===== src/rtl/lsu_if.sv =====
// CPU-request and DMEM signal bundle for load_store_unit.
// slave = the LSU itself; master = the CPU and DMEM side that drives requests and read data.
interface lsu_if;
  // Handshake: req is sampled only while busy=0, and every accepted request ends with
  // exactly one done pulse. There is no back-pressure, and a req seen while busy is dropped.
  logic        req;
  logic        we;
  logic [1:0]  size;
  logic        sign_ext;
  logic [31:0] addr;
  logic [31:0] wdata;
  logic        busy;
  logic        done;
  logic        err;
  logic [31:0] rdata;
  logic        dm_ena;
  logic        dm_write;
  logic        dm_read;
  logic [10:0] dm_addr;
  logic [31:0] dm_wdata;
  logic [31:0] dm_rdata;
  logic [2:0]  dbg_state;

  modport slave (
    input  req, we, size, sign_ext, addr, wdata, dm_rdata,
    output busy, done, err, rdata, dm_ena, dm_write, dm_read, dm_addr, dm_wdata, dbg_state
  );

  modport master (
    output req, we, size, sign_ext, addr, wdata, dm_rdata,
    input  busy, done, err, rdata, dm_ena, dm_write, dm_read, dm_addr, dm_wdata, dbg_state
  );
endinterface


===== src/rtl/load_store_unit.sv =====
// Single-request load/store unit with byte/half read-modify-write onto a word-wide DMEM.
// Optional LSU_MISALIGN_TRAP_EN: misaligned accesses trap with err; otherwise they are force-aligned.
module load_store_unit (
    input  logic clk,
    input  logic rst,
    lsu_if.slave bus
);

    localparam logic [2:0] S_IDLE   = 3'd0;
    localparam logic [2:0] S_LOAD   = 3'd1;
    localparam logic [2:0] S_RMW_RD = 3'd2;
    localparam logic [2:0] S_STORE  = 3'd3;
    localparam logic [2:0] S_RESP   = 3'd4;

    logic [2:0]  state_q, state_d;
    logic        we_q, we_d;
    logic [1:0]  size_q, size_d;
    logic        sign_ext_q, sign_ext_d;
    logic [12:0] addr_q, addr_d;
    logic [31:0] data_q, data_d;
    logic [31:0] rdata_q, rdata_d;
`ifdef LSU_MISALIGN_TRAP_EN
    logic        err_q, err_d;
`endif

    function automatic logic misaligned(input logic [1:0] sz, input logic [1:0] a);
        return ((sz == 2'b01) && a[0]) || (sz[1] && (a != 2'b00));
    endfunction

    function automatic logic [12:0] align_addr(input logic [12:0] a, input logic [1:0] sz);
        logic [12:0] r;
        r = a;
        if (sz == 2'b01) r[0] = 1'b0;
        else if (sz[1])  r[1:0] = 2'b00;
        return r;
    endfunction

    // Replace only the addressed lane(s); every other bit keeps the word just read.
    function automatic logic [31:0] merge_lane(input logic [31:0] old_w, input logic [31:0] new_d,
                                               input logic [1:0] sz, input logic [1:0] lane);
        logic [31:0] m;
        m = old_w;
        if (sz == 2'b00)      m[{lane, 3'b000} +: 8] = new_d[7:0];
        else if (sz == 2'b01) m[{lane[1], 4'b0000} +: 16] = new_d[15:0];
        else                  m = new_d;
        return m;
    endfunction

    function automatic logic [31:0] extract_lane(input logic [31:0] w, input logic [1:0] sz,
                                                 input logic sx, input logic [1:0] lane);
        logic [7:0]  b;
        logic [15:0] h;
        logic [31:0] r;
        b = w[{lane, 3'b000} +: 8];
        h = w[{lane[1], 4'b0000} +: 16];
        case (sz)
            2'b00:   r = {{24{sx & b[7]}}, b};
            2'b01:   r = {{16{sx & h[15]}}, h};
            default: r = w;
        endcase
        return r;
    endfunction

    always_ff @(posedge clk) begin
        if (rst) begin
            state_q    <= S_IDLE;
            we_q       <= 1'b0;
            size_q     <= 2'b00;
            sign_ext_q <= 1'b0;
            addr_q     <= '0;
            data_q     <= '0;
            rdata_q    <= '0;
`ifdef LSU_MISALIGN_TRAP_EN
            err_q      <= 1'b0;
`endif
        end else begin
            state_q    <= state_d;
            we_q       <= we_d;
            size_q     <= size_d;
            sign_ext_q <= sign_ext_d;
            addr_q     <= addr_d;
            data_q     <= data_d;
            rdata_q    <= rdata_d;
`ifdef LSU_MISALIGN_TRAP_EN
            err_q      <= err_d;
`endif
        end
    end

    always_comb begin
        state_d    = state_q;
        we_d       = we_q;
        size_d     = size_q;
        sign_ext_d = sign_ext_q;
        addr_d     = addr_q;
        data_d     = data_q;
        rdata_d    = rdata_q;
`ifdef LSU_MISALIGN_TRAP_EN
        err_d      = err_q;
`endif
        case (state_q)
            S_IDLE: begin
                if (bus.req) begin
                    we_d       = bus.we;
                    size_d     = bus.size;
                    sign_ext_d = bus.sign_ext;
                    data_d     = bus.wdata;
`ifdef LSU_MISALIGN_TRAP_EN
                    addr_d     = bus.addr[12:0];
                    err_d      = misaligned(bus.size, bus.addr[1:0]);
                    if (misaligned(bus.size, bus.addr[1:0])) state_d = S_RESP;
                    else
`else
                    addr_d     = align_addr(bus.addr[12:0], bus.size);
`endif
                    if (!bus.we)        state_d = S_LOAD;
                    else if (bus.size[1]) state_d = S_STORE;
                    else                state_d = S_RMW_RD;
                end
            end
            S_LOAD: begin
                rdata_d = extract_lane(bus.dm_rdata, size_q, sign_ext_q, addr_q[1:0]);
                state_d = S_RESP;
            end
            S_RMW_RD: begin
                data_d  = merge_lane(bus.dm_rdata, data_q, size_q, addr_q[1:0]);
                state_d = S_STORE;
            end
            S_STORE: state_d = S_RESP;
            S_RESP:  state_d = S_IDLE;
            default: state_d = S_IDLE;
        endcase
    end

    // DMEM strobes depend on state alone so reset can cut off a pending write cleanly.
    always_comb begin
        bus.busy      = (state_q != S_IDLE);
        bus.done      = (state_q == S_RESP);
`ifdef LSU_MISALIGN_TRAP_EN
        bus.err       = (state_q == S_RESP) && err_q;
`else
        bus.err       = 1'b0;
`endif
        bus.rdata     = rdata_q;
        bus.dm_ena    = (state_q == S_LOAD) || (state_q == S_RMW_RD) || (state_q == S_STORE);
        bus.dm_read   = (state_q == S_LOAD) || (state_q == S_RMW_RD);
        bus.dm_write  = (state_q == S_STORE);
        bus.dm_addr   = addr_q[12:2];
        bus.dm_wdata  = (state_q == S_STORE) ? data_q : 32'h0;
        bus.dbg_state = state_q;
    end

endmodule


===== src/flat_wrapper.sv =====
// flat-port wrapper written by rule: the top's interface ports become plain ports
module load_store_unit_flat 
  (clk, rst, bus_req, bus_we, bus_size, bus_sign_ext, bus_addr, bus_wdata, bus_dm_rdata, bus_busy, bus_done, bus_err, bus_rdata, bus_dm_ena, bus_dm_write, bus_dm_read, bus_dm_addr, bus_dm_wdata, bus_dbg_state);
  lsu_if bus_i ();
  input  logic clk;
  input  logic rst;
  input wire logic [$bits(bus_i.req)-1:0] bus_req;
  input wire logic [$bits(bus_i.we)-1:0] bus_we;
  input wire logic [$bits(bus_i.size)-1:0] bus_size;
  input wire logic [$bits(bus_i.sign_ext)-1:0] bus_sign_ext;
  input wire logic [$bits(bus_i.addr)-1:0] bus_addr;
  input wire logic [$bits(bus_i.wdata)-1:0] bus_wdata;
  input wire logic [$bits(bus_i.dm_rdata)-1:0] bus_dm_rdata;
  output wire logic [$bits(bus_i.busy)-1:0] bus_busy;
  output wire logic [$bits(bus_i.done)-1:0] bus_done;
  output wire logic [$bits(bus_i.err)-1:0] bus_err;
  output wire logic [$bits(bus_i.rdata)-1:0] bus_rdata;
  output wire logic [$bits(bus_i.dm_ena)-1:0] bus_dm_ena;
  output wire logic [$bits(bus_i.dm_write)-1:0] bus_dm_write;
  output wire logic [$bits(bus_i.dm_read)-1:0] bus_dm_read;
  output wire logic [$bits(bus_i.dm_addr)-1:0] bus_dm_addr;
  output wire logic [$bits(bus_i.dm_wdata)-1:0] bus_dm_wdata;
  output wire logic [$bits(bus_i.dbg_state)-1:0] bus_dbg_state;
  assign bus_i.req = bus_req;
  assign bus_i.we = bus_we;
  assign bus_i.size = bus_size;
  assign bus_i.sign_ext = bus_sign_ext;
  assign bus_i.addr = bus_addr;
  assign bus_i.wdata = bus_wdata;
  assign bus_i.dm_rdata = bus_dm_rdata;
  assign bus_busy = bus_i.busy;
  assign bus_done = bus_i.done;
  assign bus_err = bus_i.err;
  assign bus_rdata = bus_i.rdata;
  assign bus_dm_ena = bus_i.dm_ena;
  assign bus_dm_write = bus_i.dm_write;
  assign bus_dm_read = bus_i.dm_read;
  assign bus_dm_addr = bus_i.dm_addr;
  assign bus_dm_wdata = bus_i.dm_wdata;
  assign bus_dbg_state = bus_i.dbg_state;
  load_store_unit u_core (.clk(clk), .rst(rst), .bus(bus_i));
endmodule

===== config.mk =====
export PLATFORM = sky130hd
export DESIGN_NAME = load_store_unit_flat
export DESIGN_NICKNAME = d
export VERILOG_FILES = /design/src/rtl/lsu_if.sv /design/src/rtl/load_store_unit.sv /design/src/flat_wrapper.sv
export SDC_FILE = /design/constraint.sdc
export NUM_CORES = 1
export LEC_CHECK = 0
export ABC_AREA = 1
export CAP_MARGIN = 5
export CORE_UTILIZATION = 49
export DETAILED_ROUTE_END_ITERATION = 8
export PLACE_DENSITY_LB_ADDON = 0.2
export SYNTH_ARGS = -nofsm -noshare
export SYNTH_HDL_FRONTEND = slang
export SYNTH_SLANG_ARGS = --single-unit

===== constraint.sdc =====
create_clock -name clk -period 3.1 [get_ports clk]
set_input_delay 0.31 -clock clk [delete_from_list [all_inputs] [get_ports clk]]
set_output_delay 0.31 -clock clk [all_outputs]
set_load 0.005 [all_outputs]

### Word-level counts from Yosys, hierarchy flattened

Index checks and enable logic that the tools add are counted.

| cells by class | value |
|---|---|
| add/subtract/negate cells | 2 |
| equal/unequal tests | 8 |
| shift-type cells | 6 |
| muxes and demuxes | 15 |
| bitwise operators | 2 |
| reductions and logical operators | 9 |

Operators with widths:

| operator | count |
|---|---|
| $mux W32 | 4 |
| $pmux W32 S2 | 2 |
| $bwmux W32 | 2 |
| $shift A16 B7 Y32 const A | 1 |
| $shift A8 B7 Y32 const A | 1 |
| $shiftx A16 B7 Y32 | 1 |
| $shiftx A32 B6 Y16 | 1 |
| $shiftx A32 B6 Y8 | 1 |
| $shiftx A8 B7 Y32 | 1 |
| $neg A5 Y7 | 2 |
| $pmux W3 S3 | 1 |
| $eq A3 B2 Y1 const B | 2 |
| $mux W3 | 2 |
| $eq A2 B1 Y1 const B | 2 |
| $eq A3 B1 Y1 const B | 1 |
| $eq A3 B3 Y1 const B | 1 |
| $logic_not A3 Y1 | 1 |
| $mux W1 | 3 |
| $ne A3 B1 Y1 const B | 1 |
| $reduce_and A3 Y1 | 1 |
| $reduce_bool A3 Y1 | 1 |
| $and A1 B1 Y1 | 2 |
| $logic_not A2 Y1 | 1 |
| $logic_or A1 B1 Y1 | 2 |
| 5 further kinds | 5 |

| word-level totals | value |
|---|---|
| register bits | 83 |
| input port bits | 103 |
| output and inout port bits | 84 |
| logic and storage cells | 48 |

### Logic depth before layout (Yosys ltp)

Gate-level depths: netlist (run 1).

| depth | value |
|---|---|
| word-level depth | 6 |
| gate-level depth with buffers | 12 |
| mapped depth without buffers | 11 |

### Least setup slack after synthesis (run 1)

Ideal clock, no wire load.

| path | value |
|---|---|
| kind | register -> register |
| from | reg u_core.addr_q[1] |
| to | reg u_core.data_q[20] |
| library setup time | 0.056 ns |
| arrival time | 1.755 ns |
| data required time | 3.044 ns |
| slack | 1.289 ns |
| stages on the path, launching flop included | 12 |
| path buffers | 1 |
| period minus slack after synthesis | 1.811 ns |
| cells stage by stage | dfxtp_1 inv_1 clkbuf_1 ha_1 inv_1 nor2_1 nand3_1 o21ai_0 nand2_1 nand3_1 nand2_1 inv_1 |

| on the way | value |
|---|---|
| cells in the longest elaborated chain, start to end | 6 |
| elaborated cells on any way between the ends | 11 |
| those cells by class | add/sub (2); shift (4); mux (5) |

RTL lines:

| element | RTL line | RTL |
|---|---|---|
| start, declared | load_store_unit.sv:19 | `logic [12:0] addr_q, addr_d;` |
| start signal, assigned | load_store_unit.sv:81 | `addr_q <= addr_d;` |
| $neg A5 Y7 | load_store_unit.sv:44 | `else if (sz == 2'b01) m[{lane[1], 4'b0000} +: 16] = new_d[15:0];` |
| $shiftx A16 B7 Y32 or $shift A16 B7 Y32 (tied branches) | load_store_unit.sv:44 |  |
| $bwmux W32 | load_store_unit.sv:44 |  |
| $mux W32 | load_store_unit.sv:44 |  |
| $mux W32 (*) | load_store_unit.sv:43 | `if (sz == 2'b00) m[{lane, 3'b000} +: 8] = new_d[7:0];` |
| $pmux W32 S2 (*) | load_store_unit.sv:101 | `case (state_q)` |
| end signal, assigned | load_store_unit.sv:82 | `data_q <= data_d;` |
| end, declared | load_store_unit.sv:20 | `logic [31:0] data_q, data_d;` |

Every way passes the cells marked *; elsewhere a longest branch is shown, timed or not. The select of a mux whose other input is x is not followed.
A chain may end at the register's enable or synchronous reset.

### Final worst setup path (run 1)

| path | value |
|---|---|
| from | reg u_core.state_q[1], in the netlist u_core.bus.dbg_state[1] |
| to | out bus_dm_wdata[2] |

| on the way | value |
|---|---|
| cells in the longest elaborated chain, start to end | 2 |

RTL lines:

| element | RTL line | RTL |
|---|---|---|
| start, declared | load_store_unit.sv:15 | `logic [2:0] state_q, state_d;` |
| start signal, assigned | load_store_unit.sv:77 | `state_q <= state_d;` |
| $eq A3 B2 Y1 | load_store_unit.sv:149 | `bus.dm_wdata = (state_q == S_STORE) ? data_q : 32'h0;` |
| $mux W32 | load_store_unit.sv:149 |  |
| end, declared | flat_wrapper.sv:22 | `output wire logic [$bits(bus_i.dm_wdata)-1:0] bus_dm_wdata;` |

Every way passes these cells.

==> results by group, run 1 <==
Timing
  – Fin. Hold Viols: 0
  – Worst rel slew slack: roughly 56%
  – Setup TNS: 0 ns
  – Clock Skews: about 0.012 ns
  – Max-slew violation count: 0
  – Max frequency: 428 MHz
  – Final period utilization: 75.3%
  – Final number of setup-violating endpoints: 0
  – Fin crit period: around 2.3 ns
  – RSZ-0062 raised after global routing: no
  – Min Hold Slack: 0.507 ns
  – Slew @ Worst Pin: 0.652 ns

Die
  – I/O Pins: ~190
  – Initial core utilization: between 50% and 60%
  – Rows: 37
  – Die X: about 110 µm
  – Core Region: around 0.010 mm²
  – Die area: approximately 0.011 mm²
  – Vert. Die Dim: 105 µm

Synthesis
  – Syn_area_per_cell: ~6.2 µm²
  – Synth async-reset ratio: 0%
  – Synth area leaders: dfxtp_1 32%, nand2_1 17%, nor2_1 7.3%
  – Most numerous cell in the Yosys netlist: nand2_1
  – Post-Syn Nets: ~960
  – Top cell type's share of synthesized area: between 30% and 40%
  – Area leader, netlist: dfxtp_1
  – Synth top cells by count: 237 x nand2_1, 102 x nor2_1, 92 x inv_1
  – Main synth FF type: dfxtp_1
  – YS warnings: 0
  – Post-synth EDFFs: 0
  – Post-synth cell types: 37
  – Synthesized flop and latch total: 83
  – Sequential share of the synthesized area: 31.7%
  – Cell area after synthesis: around 0.0052 mm²
  – Synth Instances: roughly 850

Placement
  – # port buffers: 166
  – RePlAce Congestion: between 0.8 and 0.9
  – DP HPWL: 11500 µm

Routing
  – DRT Wirelength: 15700 µm
  – Vias after detailed routing: around 5700
  – Via density: a little over 5
  – WL per Instance: roughly 14 µm
  – TritonRoute pass-1 iters: 6
  – DR iter-0 viols: 505
  – Residual DRC: 0
  – Antenna Nets Post-Route: 0

Worst setup path
  – Cell repeated most along the worst path: nor2_1
  – Critical path required time: about 2.8 ns
  – Slowest stage cell on the critical path: clkdlybuf4s50_1
  – Worst setup EP type: output pin
  – Max stage delay on crit path: between 0.5 and 0.6 ns
  – Critical path class: register to output pin
  – Crit-path max FO: 32
  – CP cell instances: inv_2 > nor2_1 > inv_1 > buf_4 > nor2_1 > clkdlybuf4s50_1
  – Arr. time, crit path: approximately 2.0 ns
  – CP startpoint kind: register

CTS
  – Post_cts resized: 0
  – Reg clk slew, reported paths: roughly 0.08 ns
  – CTS Buf Count: 9
  – Clock latency on the worst-skew pair: about 0.37 ns
  – Deepest clock path buffer count: 2
  – CTS Root Cell: clkbuf_8
  – Max H-tree Level: 3
  – CTS Hold Bufs: 0
  – Setup Buffers After CTS: 0
  – Sink Count: 83
  – Clock tree from TritonCTS: yes

Power
  – Max IR drop VDD: 0.247 mV
  – LEAKAGE: between 3 and 4 nW
  – PD cells: ~410 mW/mm²

Finish
  – ANT cells: 0
  – Final net count: roughly 1100
  – Layout cells sized above 1: 6.53%
  – Area grow syn2layout: 34.4%

Outcome
  – Status: complete, no violations

Flow run
  – Max-cap violations: 0

Global routing
  – Pin count of the biggest net entering global routing: 47
  – Initial antenna violation count: 0
  – Gr ovfl total: 0
  – First-pass GRT wire length: around 25000 µm
  – Total track usage: between 20 and 30%
  – Number of global-route vias before repair: 5115

Min path
  – Hold WC Path Type: register to register
[power by group]
part	internal (mW)	switching (mW)	leakage [nW]	total [mW]
sequential	1.17	0.0654	0.684	1.24
combinational	0.366	0.440	2.28	0.807
clock	0.387	0.448	0.107	0.834
[path summary, 6_finish.rpt]
check,from,endpoint,slack (ns),depth (start not counted)
worst max-delay path,u_core.bus.dbg_state[1]$_SDFFE_PP0N_,bus_dm_wdata[2],0.77,6
worst min-delay path,u_core.data_q[10]$_SDFFE_PP0P_,u_core.data_q[10]$_SDFFE_PP0P_,0.51,2
worst max register to register,u_core.addr_q[0]$_SDFFE_PP0P_,u_core.data_q[17]$_SDFFE_PP0P_,1.09,11
worst min register to register,u_core.data_q[10]$_SDFFE_PP0P_,u_core.data_q[10]$_SDFFE_PP0P_,0.51,2
[logic make-up (layout without fill, tap and decap cells)]
logic type,Yosys count,count (layout),synth area share (%)
compound gates,180,180,19.8
fa+ha+maj,5,5,1.19
buf+inv,160,293,13.5
flops,83,83,31.7
other cells,1,1,0.0714
simple gates,418,418,33.8
[state kept, by name (all words and copies together), names as in the netlist]
register and cells:
u_core.data_q 32, u_core.bus.dbg_state 3, u_core.bus.rdata 32, u_core.addr_q 13, u_core.sign_ext_q 1, u_core.size_q 2
[placed cells by master (no fill, tap or decap), types with 2 or more instances in the layout]
cell	count
clkbuf_8	9
inv_2	5
dfxtp_1	83
nor2_1	101
a21oi_1	64
o22ai_1	7
a21boi_0	13
buf_4	10
nand2_4	2
o211ai_1	7
nor2_8	2
clkdlybuf4s50_1	166
clkinv_1	2
nor2_4	3
inv_6	3
nor2_2	5
nand3_1	45
a31oi_1	2
inv_1	92
nand4_1	14
nand2_1	237
a211oi_1	2
a21oi_2	10
o21ai_0	66
o21a_1	7
ha_1	5
nand2_2	5
[layout make-up]
type / count / area [µm²]
Tap cell: 136 / 170
Sequential cell: 83 / 1660
Multi-Input combinational cell: 604 / 2880
Clock buffer: 9 / 124
Inverter: 100 / 378
Timing Repair Buffer: 177 / 1760
Fill cell: 964 / 3320
Clock inverter: 7 / 81.3
[worst max-delay path, delay by kind of cell, from the launching register on]
kind                   cells  cell delay, ns
buffers and inverters      4            0.88
DFF                        1            0.49
and+or+nand+nor            2            0.28
[layer usage]
metal	wire length [µm]	up-vias	share of wire, %	global-route usage (%)
li1	-	2941	-	-
met1	7120	2502	45	39.3
met2	6950	238	44	45.4
met3	1200	34	7.6	4.33
met4	436	0	2.8	10.3
met5	0	-	0	0
[metrics by stage]
stage                     instances  util [%]  instance area, µm²  power, mW  setup slack (ns)
after floorplan                 847         -                5250       1.74              1.29
after global placement         1100      66.0                6850       2.05              1.13
after detailed placement       1100      66.0                6850       2.06              1.07
after CTS                      1116      68.0                7050       2.88             0.749
after global routing           1116      68.0                7050       3.03             0.615
final                          1116      68.0                7050       2.88             0.765
Note: power is estimated with default switching activity, not from simulation.
==> run 2: changes to the inputs <==
- CORE_UTILIZATION: 49 -> 46
- clock period: 3.1 -> 2.4 ns (I/O delays scaled with it)
==> run 2 against run 1 <==
Compared with the run above: clock skew decreased by 0.0057 ns; combinational power increased by 30%; worst hold slack worse by 0.032 ns; sequential power rose by 29%; final cell count is 0.63% higher; register-to-register slack worse by 0.60 ns; highest routed layer unchanged.
==> results by group, run 2 (synthesis gave the netlist of run 1 again) <==
Timing
  – Max-slew violation count: 0
  – RSZ-0062 raised after global routing: no
  – Fin. Hold Viols: 0
  – Clock Skews: about 0.006 ns
  – Worst rel slew slack: about 59%
  – Slew @ Worst Pin: ~0.61 ns
  – Final period utilization: 93.6%
  – Final number of setup-violating endpoints: 0
  – Max frequency: 445 MHz
  – Fin crit period: between 2 and 2.5 ns
  – Setup TNS: 0 ns
  – Min Hold Slack: ~0.47 ns

Die
  – Initial core utilization: between 40% and 50%
  – Vert. Die Dim: between 100 and 150 µm
  – Rows: 38
  – Die X: between 100 and 150 µm
  – I/O Pins: about 190
  – Core Region: between 0.01 and 0.015 mm²
  – Die area: approximately 0.012 mm²

Routing
  – DRT Wirelength: approximately 16000 µm
  – WL per Instance: 14.3 µm
  – Vias after detailed routing: around 5800
  – TritonRoute pass-1 iters: 7
  – Antenna Nets Post-Route: 0
  – Via density: 5.15
  – Residual DRC: 0
  – DR iter-0 viols: a little under 400

CTS
  – Clock latency on the worst-skew pair: between 0.3 and 0.4 ns
  – Deepest clock path buffer count: 2
  – CTS Hold Bufs: 0
  – Post_cts resized: 0
  – Sink Count: 83
  – CTS Root Cell: clkbuf_16
  – Reg clk slew, reported paths: roughly 0.070 ns
  – Max H-tree Level: 3
  – Setup Buffers After CTS: 0
  – Clock tree from TritonCTS: yes
  – CTS Buf Count: 9

Worst setup path
  – Arr. time, crit path: between 2 and 2.5 ns
  – Worst setup EP type: output pin
  – CP startpoint kind: register
  – Critical path class: register to output pin
  – Crit-path max FO: 32
  – Critical path required time: about 2.2 ns
  – R2R depth: 9

Power
  – LEAKAGE: ~3.1 nW
  – Max IR drop VDD: ~0.42 mV
  – PD cells: 569 mW/mm²

Global routing
  – Pin count of the biggest net entering global routing: 59
  – Initial antenna violation count: 0
  – Number of global-route vias before repair: approximately 5300
  – First-pass GRT wire length: between 20000 and 30000 µm
  – Gr ovfl total: 0
  – Total track usage: roughly 28%

Placement
  – DP HPWL: approximately 12000 µm
  – # port buffers: roughly 170
  – RePlAce Congestion: ~0.94

Finish
  – Layout cells sized above 1: 6.92%
  – Area grow syn2layout: 36.7%
  – Register Area: around 0.0017 mm²
  – FILL cells: between 1000 and 1500
  – Area of the multi-input gates: about 0.0029 mm²
  – Commonest non-fill, non-tap cell in the layout: nand2_1
  – Most frequent cells in the layout: 237 x nand2_1, 166 x clkdlybuf4s50_1, 101 x nor2_1
  – ANT cells: 0
  – Final net count: around 1100

Min path
  – Hold WC Path Type: primary input to register
  – WHS Path Cells: 3

Flow run
  – Max-cap violations: 0

Outcome
  – Status: complete, no violations
## run 2: final timing paths
check / start / endpoint / slack (ns)
max reg2reg: u_core.bus.dbg_state[0]$_SDFFE_PP0N_ / u_core.data_q[18]$_SDFFE_PP0P_ / 0.49
min: bus_size[0] / u_core.size_q[0]$_SDFFE_PP0P_ / 0.47
max: u_core.bus.dbg_state[0]$_SDFFE_PP0N_ / bus_dm_wdata[0] / 0.15
min reg2reg: u_core.bus.rdata[4]$_SDFFE_PP0P_ / u_core.bus.rdata[4]$_SDFFE_PP0P_ / 0.50
## run 2: through the flow
step	cell area, µm²	utilization (%)	setup slack (ns)	cells	total power, mW
after CTS	7180	65.3	0.125	1123	4.09
final	7180	65.3	0.153	1123	4.08
after global placement	6870	62.6	0.475	1107	2.66
after floorplan	5250	-	0.589	847	2.25
after detailed placement	6870	62.6	0.503	1107	2.67
after global routing	7180	65.3	0.00554	1123	4.29
## run 2: report_power, final
group          total, mW  internal, mW  switching, mW
Clock               1.43         0.814          0.613
Combinational       1.05         0.477          0.574
Sequential          1.60          1.52         0.0864
Total               4.08          2.81           1.27
## run 2: layer usage
metal	wire (µm)	share of wire (%)	GRT usage, %	vias to the layer above
met5	0	0	0	-
met3	1350	8.3	5.80	28
met1	7090	44	36.0	2567
met4	416	2.6	10.1	0
li1	-	-	-	2942
met2	7250	45	46.2	252
## run 2: layout make-up
class	count	share of cell area, %
well taps	140	2.44
multi-input cells	604	40.1
clock inverters	7	1.06
repair buffers	180	24.8
inverters	100	5.26
flip-flops and latches	83	23.2
clock buffers	9	3.14
## run 2: critical path: stages (launching register included)
cell,delay (ns)
dfxtp_1,0.40
nand2_1,0.14
nor2_1,0.15
inv_1,0.05
buf_4,0.23
nor2_1,0.15
clkdlybuf4s50_1,0.52
==> run 3: changes to the inputs <==
- GPL_TIMING_DRIVEN: unset -> 0
- PLACE_DENSITY: unset -> 0.93
- PLACE_DENSITY_LB_ADDON: 0.2 -> unset
==> run 3 against run 2 <==
Compared with the run above: final cell count rose by 3.9%; sequential power barely moved; clock power rose by 4%; non-clock buffer count rose by 44; power rose by 4.0%.
==> results by group, run 3 (synthesis gave the netlist of run 1 again) <==
Outcome
  – Status: complete, no violations

Global routing
  – Number of global-route vias before repair: around 5700
  – Total track usage: 32.2%
  – First-pass GRT wire length: between 20000 and 30000 µm
  – Initial antenna violation count: 0
  – Gr ovfl total: 0
  – Pin count of the biggest net entering global routing: 17

CTS
  – Clock tree from TritonCTS: yes
  – Reg clk slew, reported paths: 0.06 ns
  – Deepest clock path buffer count: 2
  – Clock latency on the worst-skew pair: around 0.35 ns
  – Max H-tree Level: 3
  – CTS Buf Count: 9
  – CTS Root Cell: clkbuf_16
  – Sink Count: 83

Min path
  – Hold WC Path Type: primary input to register

Finish
  – ANT cells: 0
  – Final net count: between 1000 and 1500
  – Utilization after layout: between 60% and 70%
  – Commonest non-fill, non-tap cell in the layout: nand2_1
  – Area grow syn2layout: 41.0%
  – Non-Filler Instances: between 1000 and 1500
  – Layout cells sized above 1: approximately 9.7%
  – Final std cell area, no fill: between 0.007 and 0.008 mm²
  – Most frequent cells in the layout: 237 x nand2_1, 165 x clkdlybuf4s50_1, 99 x nor2_1

Placement
  – Post-DP Area: 0.00708 mm²
  – Placed instance count: between 1000 and 1500
  – DP HPWL: about 14000 µm
  – RePlAce Congestion: 0.953
  – # port buffers: about 170

Worst setup path
  – Max stage delay on crit path: approximately 0.50 ns
  – CP cell instances: nor2_2 > nand2_2 > buf_2 > buf_2 > nand2_1 > clkdlybuf4s50_1
  – Crit path max-delay family: buffers and inverters
  – CP startpoint kind: register
  – Worst setup EP type: output pin
  – Critical path class: register to output pin
  – Critical path required time: roughly 2.2 ns
  – Buf/Inv on CP: 3
  – Slowest stage cell on the critical path: clkdlybuf4s50_1
  – Crit-path max FO: 10
  – Arr. time, crit path: between 2 and 2.5 ns
  – Cell repeated most along the worst path: buf_2

Timing
  – Worst rel slew slack: between 60% and 70%
  – Clock Skews: approximately 0.0096 ns
  – Setup TNS: 0 ns
  – Fin. Hold Viols: 0
  – Final period utilization: 97.4%
  – Max frequency: 428 MHz
  – Max-slew violation count: 0
  – Slew @ Worst Pin: between 0.5 and 0.6 ns
  – RSZ-0062 raised after global routing: yes
  – Final number of setup-violating endpoints: 0
  – Fin crit period: about 2.3 ns

Die
  – Vert. Die Dim: between 100 and 150 µm
  – Rows: 38
  – Core Region: ~0.011 mm²
  – Die X: 109 µm
  – Die area: 0.0118 mm²
  – I/O Pins: ~190
  – Initial core utilization: around 48%

Flow run
  – Max-cap violations: 0

Routing
  – Vias after detailed routing: between 6000 and 7000
  – DRT Wirelength: 18800 µm
  – Via density: roughly 5.4
  – TritonRoute pass-1 iters: 6
  – WL per Instance: 16.1 µm
  – DR iter-0 viols: around 650
  – Antenna Nets Post-Route: 0
  – Residual DRC: 0

Power
  – LEAKAGE: between 3 and 4 nW
  – Max IR drop VDD: between 0.3 and 0.4 mV
  – PD cells: 574 mW/mm²
[run 3: cell types whose count changed in the layout (fill, tap and decap cells not counted), sizes merged]
cell / change
clkinvlp: -2
clkbuf: +18
buf: +27
inv: +2
clkdlybuf4s50: -1
[run 3: cell type report]
class / count / area, µm²
Timing Repair Buffer: 165 / 1650
Tap cell: 140 / 175
Clock inverter: 7 / 83.8
Sequential cell: 83 / 1660
Fill cell: 981 / 3580
Inverter: 100 / 379
Multi-Input combinational cell: 604 / 2890
Clock buffer: 9 / 225
Buffer: 59 / 335
[run 3: worst paths after layout]
kind | start | endpoint | slack (ns) | depth (start not counted)
setup / recovery | u_core.bus.dbg_state[2]$_SDFFE_PP0N_ | bus_dm_read | 0.06 | 6
hold / removal | rst | u_core.data_q[19]$_SDFFE_PP0P_ | 0.36 | 4
setup reg to reg | u_core.addr_q[1]$_SDFFE_PP0P_ | u_core.data_q[18]$_SDFFE_PP0P_ | 0.21 | 10
hold reg to reg | u_core.data_q[14]$_SDFFE_PP0P_ | u_core.data_q[14]$_SDFFE_PP0P_ | 0.50 | 2
[run 3: per-layer routing]
metal / vias to the layer above / GRT usage, % / part of all wire, %
li1: 3025 / - / -
met1: 2806 / 42.6 / 42
met2: 372 / 52.0 / 44
met3: 64 / 4.66 / 9.6
met4: 0 / 14.0 / 3.8
met5: - / 0 / 0
[run 3: power breakdown]
group	internal (mW)	switching [mW]	total (mW)
Sequential	1.52	0.0903	1.61
Combinational	0.520	0.629	1.15
Clock	0.830	0.659	1.49
Total	2.87	1.38	4.24
[run 3: worst register-to-register path, delay by kind of cell, from the launching register on]
family,cells,cell delay (ns)
adders and majority gates,1,0.41
AOI/OAI and AO/OA,1,0.11
DFF,1,0.52
and+or+nand+nor,5,0.67
buffers and inverters,3,0.43
[run 3: timing repair]
action | in CTS | in global routing
endpoints found under the setup margin | 31 | 49
setup buffers | 0 | 0
hold buffers | 0 | 0
gates cloned | 0 | 0
gates resized for setup | 7 | 6
[run 3: metrics by stage]
stage	worst slack (ns)	hold WS [ns]	total power, mW
after floorplan	0.589	0.351	2.25
after global placement	0.0859	0.486	2.73
after detailed placement	0.0847	0.490	2.75
after CTS	0.00509	0.360	4.22
after global routing	-0.0381	0.396	4.43
final	0.0628	0.360	4.24
